File: config.mk
export PLATFORM = sky130hd
export DESIGN_NAME = fifo_wr_arbiter
export DESIGN_NICKNAME = d
export VERILOG_FILES = /design/src/rtl/fifo_wr_arbiter.sv
export SDC_FILE = /design/constraint.sdc
export NUM_CORES = 1
export LEC_CHECK = 0
export CAP_MARGIN = 20
export CORE_AREA = 2 2 52 54
export CTS_CLUSTER_DIAMETER = 60
export DETAILED_ROUTE_END_ITERATION = 10
export DIE_AREA = 0 0 54 56
export PLACE_DENSITY_LB_ADDON = 0.12
export SYNTH_ARGS = -nofsm -noshare
export SYNTH_HDL_FRONTEND = slang
export SYNTH_SLANG_ARGS = --single-unit
File: constraint.sdc
create_clock -name wrclk -period 1.5 [get_ports wrclk]
set_clock_uncertainty 0.1 [all_clocks]
set_input_delay 0.3 -clock wrclk [delete_from_list [all_inputs] [get_ports wrclk]]
set_output_delay 0.3 -clock wrclk [all_outputs]
set_load 0.005 [all_outputs]
File: src/rtl/fifo_wr_arbiter.sv
// -----------------------------------------------------------------------------
// fifo_wr_arbiter
//   Round-robin, packet-locked arbiter sharing the write port of one async FIFO
//   among NREQ requesters. Everything runs on the FIFO write clock. Once a
//   requester is granted it keeps the FIFO until it transfers a word flagged
//   last, so packets never interleave inside the FIFO.
//
// Ports
//   wrclk     in   1           FIFO write clock, rising edge
//   reset     in   1           asynchronous, active-high reset
//   reqvalid  in   NREQ        per-requester word valid
//   reqlast   in   NREQ        per-requester end-of-packet, qualified by reqvalid
//   reqdata   in   NREQ*WIDTH  requester i at bits [i*WIDTH +: WIDTH]
//   reqready  out  NREQ        per-requester accept
//   full      in   1           registered FIFO full flag (wrclk domain)
//   wr        out  1           FIFO write strobe
//   datain    out  WIDTH       FIFO write data (0 outside XFER)
//   busy      out  1           high while a grant is held (state XFER); this is
//                              also the observable FSM state
//   grant_id  out  IDW         current or last granted requester
//
// Handshake: a word moves from requester i when reqvalid[i] & reqready[i] are
// both high at a rising edge of wrclk. reqready only ever rises for the granted
// requester while full is low; requesters hold valid/data/last until accepted.
// -----------------------------------------------------------------------------
module fifo_wr_arbiter #(
  parameter int WIDTH = 8,
  parameter int NREQ  = 4,
  parameter int IDW   = 2
) (
  input  logic                    wrclk,
  input  logic                    reset,
  input  logic [NREQ-1:0]         reqvalid,
  input  logic [NREQ-1:0]         reqlast,
  input  logic [NREQ*WIDTH-1:0]   reqdata,
  output logic [NREQ-1:0]         reqready,
  input  logic                    full,
  output logic                    wr,
  output logic [WIDTH-1:0]        datain,
  output logic                    busy,
  output logic [IDW-1:0]          grant_id
);

  localparam logic [0:0] IDLE = 1'b0;
  localparam logic [0:0] XFER = 1'b1;

  logic [0:0]       state;
  logic [IDW-1:0]   rr_last;

  logic             any_valid;
  logic [IDW-1:0]   next_grant;
  logic             sel_valid;
  logic             sel_last;
  logic [WIDTH-1:0] sel_data;

  // Round-robin pick: walk candidates from farthest (rr_last itself) down to
  // nearest (rr_last+1), so the nearest valid requester is the last one to
  // overwrite next_grant and therefore wins. The requester just served ends up
  // with the lowest priority.
  always_comb begin : pick
    int idx;
    idx        = 0;
    any_valid  = 1'b0;
    next_grant = rr_last;
    for (int k = NREQ; k >= 1; k--) begin
      idx = int'(rr_last) + k;
      if (idx >= NREQ) idx = idx - NREQ;
      for (int i = 0; i < NREQ; i++) begin
        if (i == idx && reqvalid[i]) begin
          any_valid  = 1'b1;
          next_grant = IDW'(i);
        end
      end
    end
  end

  // Mux of the granted requester's signals.
  always_comb begin
    sel_valid = 1'b0;
    sel_last  = 1'b0;
    sel_data  = '0;
    for (int i = 0; i < NREQ; i++) begin
      if (grant_id == IDW'(i)) begin
        sel_valid = reqvalid[i];
        sel_last  = reqlast[i];
        sel_data  = reqdata[i*WIDTH +: WIDTH];
      end
    end
  end

  // full is registered inside the FIFO, so gating on it here is enough to
  // guarantee no write is ever presented while the FIFO reports full.
  always_comb begin
    reqready = '0;
    if (state == XFER && !full) begin
      for (int i = 0; i < NREQ; i++) begin
        if (grant_id == IDW'(i)) reqready[i] = 1'b1;
      end
    end
  end

  assign busy   = (state == XFER);
  assign wr     = busy & sel_valid & ~full;
  // Drive zero outside XFER so no X ever reaches the FIFO data path.
  assign datain = busy ? sel_data : '0;

  always_ff @(posedge wrclk or posedge reset) begin
    if (reset) begin
      state    <= IDLE;
      grant_id <= '0;
      rr_last  <= IDW'(NREQ - 1);
    end else begin
      case (state)
        IDLE: begin
          if (any_valid) begin
            grant_id <= next_grant;
            rr_last  <= next_grant;
            state    <= XFER;
          end
        end
        XFER: begin
          // wr already implies the granted requester's transfer happened.
          if (wr && sel_last) state <= IDLE;
        end
        default: state <= IDLE;
      endcase
    end
  end

endmodule
==> results.txt <==
Vias in the first global route: 845
TritonCTS clock tree: yes
Min-Delay Path Class: in2async
Layout cells sized above 1: 46.3%
Die area: 3020 um2
Final period util: 135%
Root buffer cell: clkbuf_4
Cell variety after synth: 27
Clock latency on the worst-skew pair: 240 ps
Remaining global-route overflow: 0
Violated checks: negative setup slack
Area growth from synthesis to layout: 138%
RR Startpoint: grant_id[1]$_DFFE_PP0P_
Fill cells: 206
Die Wd: 54 um
Clock Tree Buf Depth: 2
# H-tree levels: 1
Clock sink count: 5
Maxcap violations: 0
Worst EP required: 1100 ps
Ys flop type: dfrtp_1
Synth warn: 0
Register-to-register setup slack: -180 ps
Critical Path Source Type: register
Top post-synthesis cells by area: mux4_2, dfrtp_1, and2_1
Antenna-violating nets left: 0
Crit Path Class: reg2out
Pin count of the biggest net entering global routing: 11
Clock slew at reported path FFs: 40 ps
Drc violations: 0
Worst Reg-to-Reg Cells: 8
Fmax: 494 MHz
Estimated wirelength of the detail-placed design: 1790 um
Fraction of registers with async set/reset: 100%
Net Count, Synth: 105
P_leak: 0.669 nW
Drt initial violations: 22
DR WL/cell: 14.3 um
Starting Density: 26.6%
First-pass GRT wire length: 3820 um
Unrepaired setup endpoints after global routing: yes
CTS Buf Count: 3
Worst-path fanout max: 5
Register area share after synthesis: 19.7%
GRT Resource Usage Total: 16.7%
VDD IR max: 1.29 mV
Most frequent cell after synthesis: and2_1
Nets: 191
Via Count: 843
Post-Synthesis Cells: 62
Setup TNS: -5280 ps
I/O pins: 59
Final Power: 2.30 mW
Crit. End Element: primary output
Drt via density: 4.76
DIE HEIGHT: 56 um
Number of synthesized register bits: 5
# hold bufs at CTS: 0
PortBufs: 58
Outcome: finished with violations
Fin. Hold Viols: 0
Total wire length: 2530 um
Min Tclk post-route: 2020 ps
Yosys top cell by area: mux4_2
Mapped Avg Cell Area: 10.4 um2
Slew HR: 84.5%
Worst-margin pin slew: 232 ps
Synth cell count leaders: and2_1, mux4_2, a31oi_1, inv_1
Netlist Area Pre-Place: 647 um2
Synth top area share: 31.3%
Worst r2r dst: busy$_DFF_PP0_
Number of enable flip-flop cells after synthesis: 0
Core area: 2430 um2
Initial antenna violation count: 0
Slew Limit Fails: 0
Final setup viols: 15
Core Util, Final: 63.2%
TritonRoute pass-1 iters: 3
Final Wtd Congestion: 0.792
N_diodes: 0
Worst EP arrival: 1620 ps
Rows: 18
P per Cell Area: 1500 nW/um2
Setup ws final: -524 ps
==> what timing repair did <==
action / CTS / global route
endpoints found under the setup margin: 21 / 18
buffers inserted: 12 / 7
pin swaps: 14 / 5
gates resized for setup: 91 / 12
cloned: 2 / 0
==> worst max-delay path, stage by stage (launching register included) <==
cell and delay [ps]:
dfrtp_2 430, buf_4 150, clkbuf_16 140, buf_6 110
mux4_2 290, and2_1 150, buf_2 120
==> worst max-delay path by stage <==
stage,to,start
global route,wr,grant_id[0]$_DFFE_PP0P_
global placement,wr,reqvalid[3]
finish,wr,grant_id[0]$_DFFE_PP0P_
floorplan,datain[3],grant_id[0]$_DFFE_PP0P_
detailed placement,wr,reqvalid[3]
CTS,datain[5],grant_id[0]$_DFFE_PP0P_
==> stage by stage <==
stage          hold slack, ps  std cells  area (um2)  setup slack, ps
3_3_place_gp              409        153        1310             -819
4_1_cts                   150        171        1500             -574
5_1_grt                   189        177        1540             -566
3_5_place_dp              408        153        1310             -845
2_1_floorplan           -22.9         62         663             -182
6_report                  149        177        1540             -524
==> metal layers <==
layer  track usage, %  vias to the layer above  routed length, um
li1                 -                      406                  -
met5                0                        -                  0
met2             29.8                       44               1210
met1             19.6                      393               1040
met4             1.43                        0                  0
met3             5.65                        0                280
==> registers in the layout, indices dropped and copies added (netlist names) <==
name / flops
busy: 1
grant_id: 2
rr_last: 2
==> cell families after synthesis <==
| logic type | share of synthesized area (%) |
|---|---|
| AO/OA/AOI/OAI | 14.5 |
| buffers and inverters | 7.54 |
| flip-flops | 19.7 |
| multiplexers | 36.9 |
| AND/OR/NAND/NOR | 21.3 |
==> placed cells by master (no fill, tap or decap), types with 2 or more instances in the layout <==
cell type	count
clkdlybuf4s15_1	2
buf_6	19
nand2_1	3
dfrtp_1	2
inv_1	4
dlygate4sd2_1	3
nand2b_1	2
clkdlybuf4s50_1	37
and2_1	9
a21oi_1	2
buf_2	12
buf_4	10
nor2_1	2
mux4_2	10
dfstp_2	2
o2bb2ai_1	2
clkbuf_4	3
and2_4	2
a31oi_1	4
==> final cells by class <==
class                   instances  area, um2  share of cell area, %
inverters                       4       15.0                  0.976
flip-flops and latches          5        129                   8.38
multi-input cells              47        499                   32.5
repair buffers                 87        831                   54.0
clock buffers                   4       26.3                   1.71
well taps                      30       37.5                   2.44
==> report_power, final <==
part / switching, mW / leakage [nW] / internal, mW
clock: 0.0506 / 0.0150 / 0.100
combinational: 0.591 / 0.601 / 1.25
sequential: 0.0895 / 0.0533 / 0.219
total: 0.731 / 0.669 / 1.57
(Power assumes the default switching activity.)
